===== config.mk =====
export PLATFORM = sky130hd
export DESIGN_NAME = codec_i2s_tx
export DESIGN_NICKNAME = d
export VERILOG_FILES = /design/src/rtl/audio_pkg.sv /design/src/rtl/i2s_clkgen.sv /design/src/rtl/codec_i2s_tx.sv
export SDC_FILE = /design/constraint.sdc
export NUM_CORES = 1
export LEC_CHECK = 0
export BUFFER_PORTS_ARGS = -buffer_cell sky130_fd_sc_hd__buf_2
export CAP_MARGIN = 20
export CELL_PAD_IN_SITES_DETAIL_PLACEMENT = 1
export CELL_PAD_IN_SITES_GLOBAL_PLACEMENT = 1
export CORE_ASPECT_RATIO = 0.75
export CORE_MARGIN = 3
export CORE_UTILIZATION = 50
export CTS_BUF_LIST = sky130_fd_sc_hd__clkbuf_2
export DETAILED_ROUTE_END_ITERATION = 8
export MAX_ROUTING_LAYER = met4
export PLACE_DENSITY_LB_ADDON = 0.1
export REMOVE_ABC_BUFFERS = 1
export SLEW_MARGIN = 20
export SYNTH_ARGS = -nofsm -noshare
export SYNTH_HDL_FRONTEND = slang
export SYNTH_SLANG_ARGS = --single-unit

===== constraint.sdc =====
create_clock -name clk -period 2.4 [get_ports clk]
set_clock_uncertainty 0.1 [all_clocks]
set_input_delay 0 -clock clk [delete_from_list [all_inputs] [get_ports clk]]
set_output_delay 0 -clock clk [all_outputs]
set_load 0.02 [all_outputs]

===== src/rtl/audio_pkg.sv =====
// rtl/audio_pkg.sv - shared types and helpers for the serial audio transmitter
//
// Purpose: frame-mode enum, channel limit and frame-length helper used by codec_i2s_tx.
// Ports: none (package).
package audio_pkg;

  typedef enum logic {
    MODE_I2S = 1'b0,
    MODE_TDM = 1'b1
  } frame_mode_e;

  localparam int MAX_CHANNELS = 8;

  function automatic int frame_bits(input int channels, input int slot_w);
    return channels * slot_w;
  endfunction

  function automatic frame_mode_e frame_mode(input int channels);
    return (channels > 2) ? MODE_TDM : MODE_I2S;
  endfunction

endpackage


===== src/rtl/i2s_clkgen.sv =====
// rtl/i2s_clkgen.sv - bit-clock divider with single-cycle fall/rise enables
//
// Purpose: divides clk by 2*BCLK_DIV to produce the codec bit clock and flags
//          the clk cycle on whose edge the bit clock toggles.
// Ports:
//   clk, rst_n  system clock, asynchronous active-low reset
//   i_en        enable; low holds the divider and bit clock at 0
//   o_bclk      registered bit clock
//   o_fall      high in the cycle whose clk edge drives o_bclk 1->0
//   o_rise      high in the cycle whose clk edge drives o_bclk 0->1
module i2s_clkgen #(
  parameter int BCLK_DIV = 4
) (
  input  logic clk,
  input  logic rst_n,
  input  logic i_en,
  output logic o_bclk,
  output logic o_fall,
  output logic o_rise
);

  localparam int DW = (BCLK_DIV > 1) ? $clog2(BCLK_DIV) : 1;

  logic [DW-1:0] r_div;
  logic          r_bclk;
  logic          w_wrap;

  assign w_wrap = i_en && (r_div == DW'(BCLK_DIV - 1));

  always_ff @(posedge clk or negedge rst_n) begin
    if (!rst_n) begin
      r_div  <= '0;
      r_bclk <= 1'b0;
    end else if (!i_en) begin
      r_div  <= '0;
      r_bclk <= 1'b0;
    end else if (w_wrap) begin
      r_div  <= '0;
      r_bclk <= ~r_bclk;
    end else begin
      r_div  <= r_div + 1'b1;
    end
  end

  assign o_bclk = r_bclk;
  assign o_fall = w_wrap && r_bclk;
  assign o_rise = w_wrap && !r_bclk;

endmodule


===== src/rtl/codec_i2s_tx.sv =====
// rtl/codec_i2s_tx.sv - parametrised I2S/TDM serial audio transmitter
//
// Purpose: one-frame holding buffer with valid/ready, frame shifter and bit
//          counter driving a codec in I2S (2 channels) or TDM (>2 channels)
//          format. Repeats the last frame when no new frame is ready.
//          Optional crossfeed on buffer loads when AUDIO_MIX_EN is defined.
// Ports:
//   clk, rst_n   system clock, asynchronous active-low reset
//   en           transmitter enable
//   mix          crossfeed enable (only with AUDIO_MIX_EN)
//   in_data      CHANNELS samples, ch0 in the low SAMPLE_W bits
//   in_valid     in_data valid
//   in_ready     holding buffer empty
//   frame_tick   one-clk pulse per frame load
//   underrun     one-clk pulse when the last frame was repeated
//   aud_bclk     codec bit clock
//   aud_lrck     codec word/frame clock
//   aud_dat      codec serial data
module codec_i2s_tx
  import audio_pkg::*;
#(
  parameter int SAMPLE_W = 16,
  parameter int SLOT_W   = 32,
  parameter int CHANNELS = 2,
  parameter int BCLK_DIV = 4
) (
  input  logic                         clk,
  input  logic                         rst_n,
  input  logic                         en,
  input  logic                         mix,
  input  logic [CHANNELS*SAMPLE_W-1:0] in_data,
  input  logic                         in_valid,
  output logic                         in_ready,
  output logic                         frame_tick,
  output logic                         underrun,
  output logic                         aud_bclk,
  output logic                         aud_lrck,
  output logic                         aud_dat
);

  localparam int          FRAME_W = frame_bits(CHANNELS, SLOT_W);
  localparam int          BW      = (FRAME_W > 1) ? $clog2(FRAME_W) : 1;
  localparam int          DATA_W  = CHANNELS * SAMPLE_W;
  localparam frame_mode_e MODE    = frame_mode(CHANNELS);

  logic              w_fall;
  logic              w_rise_unused;
  logic [DATA_W-1:0] w_mixed;
  logic              w_wrap;
  logic [BW-1:0]     w_bit_next;
  logic              w_lrck_next;

  logic [DATA_W-1:0]  r_buf;
  logic               r_full;
  logic               r_in_ready;
  logic [DATA_W-1:0]  r_last;
  logic [FRAME_W-1:0] r_shift;
  logic [BW-1:0]      r_bit;
  logic               r_start;
  logic               r_lrck;
  logic               r_dat;
  logic               r_frame_tick;
  logic               r_underrun;

  // Data launches on the bit-clock fall; the rise enable has no consumer here.
  i2s_clkgen #(
    .BCLK_DIV (BCLK_DIV)
  ) u_clkgen (
    .clk    (clk),
    .rst_n  (rst_n),
    .i_en   (en),
    .o_bclk (aud_bclk),
    .o_fall (w_fall),
    .o_rise (w_rise_unused)
  );

  // Lays the samples out as the wire stream: stream bit 0 sits at the MSB so
  // the shifter simply shifts left. Slot bits past the sample stay zero.
  function automatic logic [FRAME_W-1:0] to_stream(input logic [DATA_W-1:0] d);
    logic [FRAME_W-1:0] s;
    s = '0;
    for (int c = 0; c < CHANNELS; c++) begin
      for (int k = 0; k < SAMPLE_W; k++) begin
        s[FRAME_W-1-(c*SLOT_W+k)] = d[c*SAMPLE_W+SAMPLE_W-1-k];
      end
    end
    return s;
  endfunction

`ifdef AUDIO_MIX_EN
  logic signed [SAMPLE_W+1:0] w_l, w_r, w_lm, w_rm;

  // SAMPLE_W+2 signed bits hold 3*x+y for any pair without overflow.
  always_comb begin
    w_mixed = r_buf;
    w_l     = '0;
    w_r     = '0;
    w_lm    = '0;
    w_rm    = '0;
    if (mix) begin
      for (int j = 0; j < CHANNELS/2; j++) begin
        w_l  = (SAMPLE_W+2)'($signed(r_buf[(2*j)*SAMPLE_W +: SAMPLE_W]));
        w_r  = (SAMPLE_W+2)'($signed(r_buf[(2*j+1)*SAMPLE_W +: SAMPLE_W]));
        w_lm = (w_l + w_l + w_l + w_r) >>> 2;
        w_rm = (w_r + w_r + w_r + w_l) >>> 2;
        w_mixed[(2*j)*SAMPLE_W +: SAMPLE_W]   = w_lm[SAMPLE_W-1:0];
        w_mixed[(2*j+1)*SAMPLE_W +: SAMPLE_W] = w_rm[SAMPLE_W-1:0];
      end
    end
  end
`else
  logic w_mix_unused;
  assign w_mix_unused = mix;
  assign w_mixed      = r_buf;
`endif

  // After reset or a disable, the first fall always starts a fresh frame.
  assign w_wrap     = r_start || (r_bit == BW'(FRAME_W - 1));
  assign w_bit_next = w_wrap ? '0 : r_bit + 1'b1;
  assign w_lrck_next = (MODE == MODE_I2S) ? (w_bit_next >= BW'(SLOT_W))
                                          : (w_bit_next == '0);

  always_ff @(posedge clk or negedge rst_n) begin
    if (!rst_n) begin
      r_buf        <= '0;
      r_full       <= 1'b0;
      r_in_ready   <= 1'b1;
      r_last       <= '0;
      r_shift      <= '0;
      r_bit        <= '0;
      r_start      <= 1'b1;
      r_lrck       <= 1'b0;
      r_dat        <= 1'b0;
      r_frame_tick <= 1'b0;
      r_underrun   <= 1'b0;
    end else begin
      r_frame_tick <= 1'b0;
      r_underrun   <= 1'b0;

      // in_ready is low whenever the buffer is full, so a write never
      // collides with the load that empties it.
      if (in_valid && r_in_ready) begin
        r_buf      <= in_data;
        r_full     <= 1'b1;
        r_in_ready <= 1'b0;
      end

      if (!en) begin
        r_bit   <= '0;
        r_start <= 1'b1;
        r_lrck  <= 1'b0;
        r_dat   <= 1'b0;
      end else if (w_fall) begin
        r_bit  <= w_bit_next;
        r_lrck <= w_lrck_next;
        if (w_wrap) begin
          r_start      <= 1'b0;
          r_frame_tick <= 1'b1;
          // One-bit delay: the old frame's last bit goes out with the load.
          r_dat        <= r_start ? 1'b0 : r_shift[FRAME_W-1];
          r_shift      <= to_stream(r_full ? w_mixed : r_last);
          if (r_full) begin
            r_last     <= r_buf;
            r_full     <= 1'b0;
            r_in_ready <= 1'b1;
          end else begin
            r_underrun <= 1'b1;
          end
        end else begin
          r_dat   <= r_shift[FRAME_W-1];
          r_shift <= r_shift << 1;
        end
      end
    end
  end

  assign in_ready   = r_in_ready;
  assign frame_tick = r_frame_tick;
  assign underrun   = r_underrun;
  assign aud_lrck   = r_lrck;
  assign aud_dat    = r_dat;

endmodule


==> results of run 1 <==
[final timing paths]
check / slack, ns / endpoint / startpoint
setup / recovery: 0.13 / in_ready / r_bit[0]
hold / removal: 0.12 / r_full / in_valid
setup reg to reg: 0.13 / in_ready / r_bit[0]
hold reg to reg: 0.36 / u_clkgen.r_div[0] / u_clkgen.r_div[0]
max in group asynchronous: 1.21 / r_last[11] / rst_n
min in group asynchronous: 0.36 / r_buf[4] / rst_n
[through the flow]
step	cell area (µm²)	setup TNS, ns	utilization	cells
finish	6820	0	0.653	712
global route	6820	0	0.653	712
CTS	6750	0	0.646	709
detailed placement	5780	0	0.553	606
global placement	5780	0	0.553	606
floorplan	5260	-16.02	-	418
[layout make-up]
type,instances,area [µm²],area share
multi-input cells,287,2060,0.302
flip-flops and latches,128,3210,0.470
well taps,136,170,0.0249
clock inverters,14,171,0.0251
repair buffers,126,1110,0.163
clock buffers,18,90.1,0.0132
inverters,3,11.3,0.00165
[metal layers]
metal  up-vias  GRT usage  part of all wire
li1       1841          -                 -
met1      2029      0.281              0.44
met2        70      0.387              0.51
met3        19     0.0610             0.041
met4         0     0.0670             0.013
met5         -          -                 0
[critical path, cell delays in order (launching register included)]
cell and delay [ns]:
dfrtp_1 0.46, ha_2 0.23, and3_4 0.21, a31o_4 0.29, buf_12 0.16, nand3_1 0.11
o21ai_1 0.08, dlygate4sd3_1 0.57
[logic make-up after synthesis]
| kind of cell | Yosys count | synth area share |
|---|---|---|
| compound gates | 127 | 0.168 |
| flops | 128 | 0.589 |
| mux | 66 | 0.129 |
| xor+xnor | 2 | 0.00322 |
| buf+inv | 37 | 0.0356 |
| simple gates | 90 | 0.0703 |
| fa+ha+maj | 2 | 0.00460 |
[cell usage after synthesis (all sizes together)]
cell type / instances / area, µm²
o31ai: 1 / 7.51
nor2: 1 / 3.75
nand2: 71 / 267
and3: 2 / 17.5
mux2: 34 / 383
o31a: 1 / 8.76
o21ai: 38 / 190
buf: 26 / 153
a311oi: 1 / 8.76
dfrtp: 126 / 3150
a21oi: 3 / 15.0
a31o: 1 / 8.76
nor2b: 1 / 6.26
nand3: 7 / 40.0
ha: 2 / 25.0
o21a: 32 / 240
dfstp: 2 / 52.6
and2: 2 / 12.5
and3b: 1 / 8.76
inv: 3 / 11.3
xnor2: 1 / 8.76
nor3: 3 / 15.0
xor2: 1 / 8.76
mux2i: 32 / 320
a22o: 49 / 429
nand4: 2 / 12.5
clkbuf: 8 / 30.0
a31oi: 1 / 6.26
[repair_timing]
item | 4_1_cts | 5_1_grt
setup endpoints to repair | 0 | 1
setup buffers | 0 | 1
hold endpoints to repair | 222 | 0
resized for setup | 0 | 2
hold buffers | 71 | 0
[placed cells by master (no fill, tap or decap), types with 5 or more instances in the layout]
cell type	n
dlygate4sd3_1	71
o21a_1	32
clkbuf_2	18
mux2i_1	32
mux2_1	33
nand3_1	6
buf_4	9
clkinv_1	5
o21ai_1	38
nand2_1	71
buf_2	40
dfrtp_1	125
a22o_1	49
[power groups by stage]
stage	Clock, mW	Sequential [mW]	Combinational (mW)
detailed placement	0	2.35	0.285
finish	1.47	2.31	0.379
global route	1.63	2.32	0.418
CTS	1.50	2.31	0.373
global placement	0	2.34	0.270
floorplan	0	2.34	0.151
[sequential cells by signal, summed over array words and instances, names as in the netlist, 2 cells and up]
signal	cells
r_bit	6
r_buf	32
r_last	32
r_shift	48
u_clkgen.r_div	2
==> impl_metrics.yaml, run 1 <==
placement:
  preCtsSetupSlack_ns: 0.343
  dpl.hpwl_mm: 6.82
  place_congestion: 0.747
  io_buffers: 41
die:
  core_um2: 10500
  fp.dieW_um: 126
  die_h_um: 96.4
  start_util: 0.521
  io_pins: 43
  rows: 32
  dieArea_um2: 12200
grt:
  grt_usage: 0.232
  grt_pass1_vias: 4296
  antenna_found_initial: 0
  grt_overflow: 0
  grt_max_degree: 129
  grt_pass1_wl_mm: 21.4
clock_tree:
  clk_pin_slew_worst_paths_ns: 0.18
  htreeDepth: 4
  numCtsBuffers: 17
  cts_root_buf: "clkbuf_2"
  clock_latency_ns: 0.68
  clockBufferDepth: 2
  cts_tree: "built"
  numClockSinks: 128
pwr:
  pwr_density_cell_nw_per_um2: 610
  peakVddDrop_v: 0.000439
  p_int_mw: 3.11
  p_comb_frac: 0.091
  clock_power_share: 0.354
  switching_share: 0.252
  seqPwrFrac: 0.555
  power.total_mw: 4.16
  p_leak_nw: 3.44
  netSwitchingPower_mw: 1.05
logic_synthesis:
  syn_area_per_cell_um2: 12.0
  yosysSeqAreaShare: 0.589
  ys_types: 34
  synth_seq_cells: 128
  ys_warn_count: 0
  syn_inst: 452
  netlist_area_um2: 5440
routing:
  wl_per_cell_um: 18.5
  dr.pass1.iters: 4
  remaining_drc_errors: 0
  avgViaCountPerCell: 5.56
  ant_nets: 0
  wl_mm: 13.2
  drt_iter0_drc: 190
  via_count: 3959
setup_path:
  path_class: "flip-flop to flip-flop"
  critPathLaunchType: "flip-flop"
  path_max_fanout: 16
  required_ns: 2.91
  worst_setup_path_end_kind: "flip-flop"
  worstRegToRegCells: 7
  crit_arrival_ns: 2.78
sta:
  period_minus_slack_ns: 2.27
  fmaxAchievable_mhz: 441
  hold_ws_ns: 0.118
  min_period_over_period: 0.945
  worst_pin_slew_ns: 0.754
  hold_viol_final: 0
  finalSetupViolations: 0
  rsz0062_at_grt: "false"
  finalWorstSetupSlack_ns: 0.131
  drv_slew: 0
  slew_headroom: 0.497
final_layout:
  antenna_cells: 0
  filler_cell_count: 1070
  fin_nets: 602
  areaGrowthSynthToFinish_pct: 25.3
  final_layout_size_suffix_gt1_frac: 0.161
worst_hold_path:
  hold_path.class: "input port to flip-flop"
  hold_path_depth: 4
run:
  cap_violations: 0
status:
  outcome: "complete, no violations"
Note: power is estimated with default switching activity, not from simulation.
==> run 2, diff against run 1 <==
--- a/config.mk
+++ b/config.mk
@@ -11,5 +11,4 @@
 export CELL_PAD_IN_SITES_GLOBAL_PLACEMENT = 1
 export CORE_ASPECT_RATIO = 0.75
-export CORE_MARGIN = 3
 export CORE_UTILIZATION = 50
 export CTS_BUF_LIST = sky130_fd_sc_hd__clkbuf_2
==> constraint.sdc (replaced) <==
create_clock -name clk -period 2.4 [get_ports clk]
set_clock_uncertainty 0.1 [all_clocks]
set_input_delay 0 -clock clk [delete_from_list [all_inputs] [get_ports clk]]
set_output_delay 0 -clock clk [all_outputs]
set_load 0.05 [all_outputs]
==> impl_metrics.yaml, run 2 (synthesized netlist as in run 1, its figures left out) <==
status:
  outcome: "finished with violations"
  violations: "negative setup slack"
pwr:
  p_leak_nw: 3.50
  pwr_density_cell_nw_per_um2: 639
  power.total_mw: 4.42
  peakVddDrop_v: 0.000311
die:
  io_pins: 43
  rows: 32
  start_util: 0.521
  die_h_um: 92.4
  core_um2: 10500
  fp.dieW_um: 122
  dieArea_um2: 11300
sta:
  finalSetupViolations: 1
  fmaxAchievable_mhz: 410
  drv_slew: 0
  worst_pin_slew_ns: 0.610
  finalWorstSetupSlack_ns: -0.0377
  period_minus_slack_ns: 2.44
  min_period_over_period: 1.02
  hold_viol_final: 0
  slew_headroom: 0.593
  hold_ws_ns: 0.144
clock_tree:
  cts_tree: "built"
  numCtsBuffers: 17
  clockBufferDepth: 2
  clock_latency_ns: 0.68
  clk_pin_slew_worst_paths_ns: 0.18
  cts_root_buf: "clkbuf_2"
  numClockSinks: 128
  htreeDepth: 4
setup_path:
  cpLargestDelayFamily: "buffers and inverters"
  path_max_fanout: 16
  slowest_delay_ns: 0.58
  r2r_start: "r_bit[1]"
  path_cells: "ha_2 > and3_4 > a31o_4 > buf_12 > nand3_1 > o21ai_2 > dlygate4sd3_1"
  worst_setup_path_end_kind: "flip-flop"
  path_class: "flip-flop to flip-flop"
  r2r_slack_ns: -0.04
  required_ns: 2.90
  cp_num_cells: 7
  critPathLaunch: "r_bit[1]"
  cp_slowest_cell: "dlygate4sd3_1"
  critPathLaunchType: "flip-flop"
  worstRegToRegCells: 7
  crit_arrival_ns: 2.94
  critical_path_buf_inv_count: 2
  crit_end: "in_ready"
  reg2reg_to: "in_ready"
placement:
  io_buffers: 41
  place_congestion: 0.751
  placed_area_um2: 5810
  dp_cells: 610
  dpl.hpwl_mm: 7.31
routing:
  wl_mm: 14.3
  dr.pass1.iters: 4
  avgViaCountPerCell: 5.61
  drt_iter0_drc: 214
  wl_per_cell_um: 19.9
  via_count: 4020
  ant_nets: 0
  remaining_drc_errors: 0
final_layout:
  filler_cell_count: 1066
  largest_register_ffs: 48
  final_common_cell: "dfrtp_1"
  top_regs: "r_shift x48, r_buf x32, r_last x32"
  areaGrowthSynthToFinish_pct: 27.2
  final_util: 0.663
  fin_nets: 607
  final_cells: 717
  regMostFlops: "r_shift"
  final_cell_mix: "dfrtp_1, nand2_1, dlygate4sd3_1"
  final_layout_size_suffix_gt1_frac: 0.177
  fin_area_um2: 6920
  antenna_cells: 0
grt:
  antenna_found_initial: 0
  grt_overflow: 0
  grt_usage: 0.280
  grt_max_degree: 64
  grt_pass1_wl_mm: 23.3
  grt_pass1_vias: 4588
worst_hold_path:
  hold_path.class: "input port to flip-flop"
run:
  cap_violations: 0
## run 2: cell count changes in the layout (fill, tap and decap cells not counted), sizes merged
cell / before / now
bufinv: 4 / 6
buf: 53 / 58
clkinvlp: 3 / 1
clkinv: 7 / 6
clkbuf: 20 / 21
## run 2: per-layer routing
| layer | part of all wire | up-vias | global-route usage |
|---|---|---|---|
| li1 | - | 1848 | - |
| met1 | 0.45 | 2050 | 0.349 |
| met2 | 0.50 | 102 | 0.459 |
| met3 | 0.038 | 20 | 0.0591 |
| met4 | 0.016 | 0 | 0.0884 |
| met5 | 0 | - | - |
## run 2: area by class of cell
type	instances	area (µm²)	area share
clock buffers	19	95.1	0.0137
clock inverters	13	216	0.0313
inverters	3	11.3	0.00163
multi-input cells	287	2070	0.298
flip-flops and latches	128	3210	0.463
well taps	136	170	0.0246
repair buffers	131	1160	0.167
## run 2: worst register-to-register path, cell delays in order (launching register included)
cell and delay (ns):
dfrtp_1 0.44, ha_2 0.25, and3_4 0.24, a31o_4 0.24, buf_12 0.17, nand3_1 0.21, o21ai_2 0.15, dlygate4sd3_1 0.58
## run 2: timing repair
action                     CTS  global route
setup buffers                0             1
hold buffers                72             0
hold endpoints to repair   210             0
gates resized for setup      0             3
setup endpoints to repair    0             1
## run 2: worst min path at each step
stage / startpoint / end / slack [ns] / cells after the start
final: en / aud_dat / 0.14 / 4
after global routing: en / aud_dat / 0.07 / 4
after CTS: en / aud_dat / 0.07 / 4
after detailed placement: rst_n / r_last[4] / -0.17 / 1
after global placement: rst_n / r_last[4] / -0.17 / 1
after floorplan: rst_n / aud_dat / -0.40 / 0
## run 2: per-stage QoR
stage / setup slack (ns) / TNS, ns
floorplan: -0.951 / -20.89
global placement: 0.375 / 0
detailed placement: 0.334 / 0
CTS: 0.0274 / 0
global route: -0.0695 / -0.0695
finish: -0.0377 / -0.0377
## run 2: where the power goes
| group | switching [mW] | internal (mW) |
|---|---|---|
| combinational | 0.190 | 0.223 |
| clock | 0.814 | 0.888 |
| sequential | 0.0709 | 2.24 |
| total | 1.07 | 3.35 |
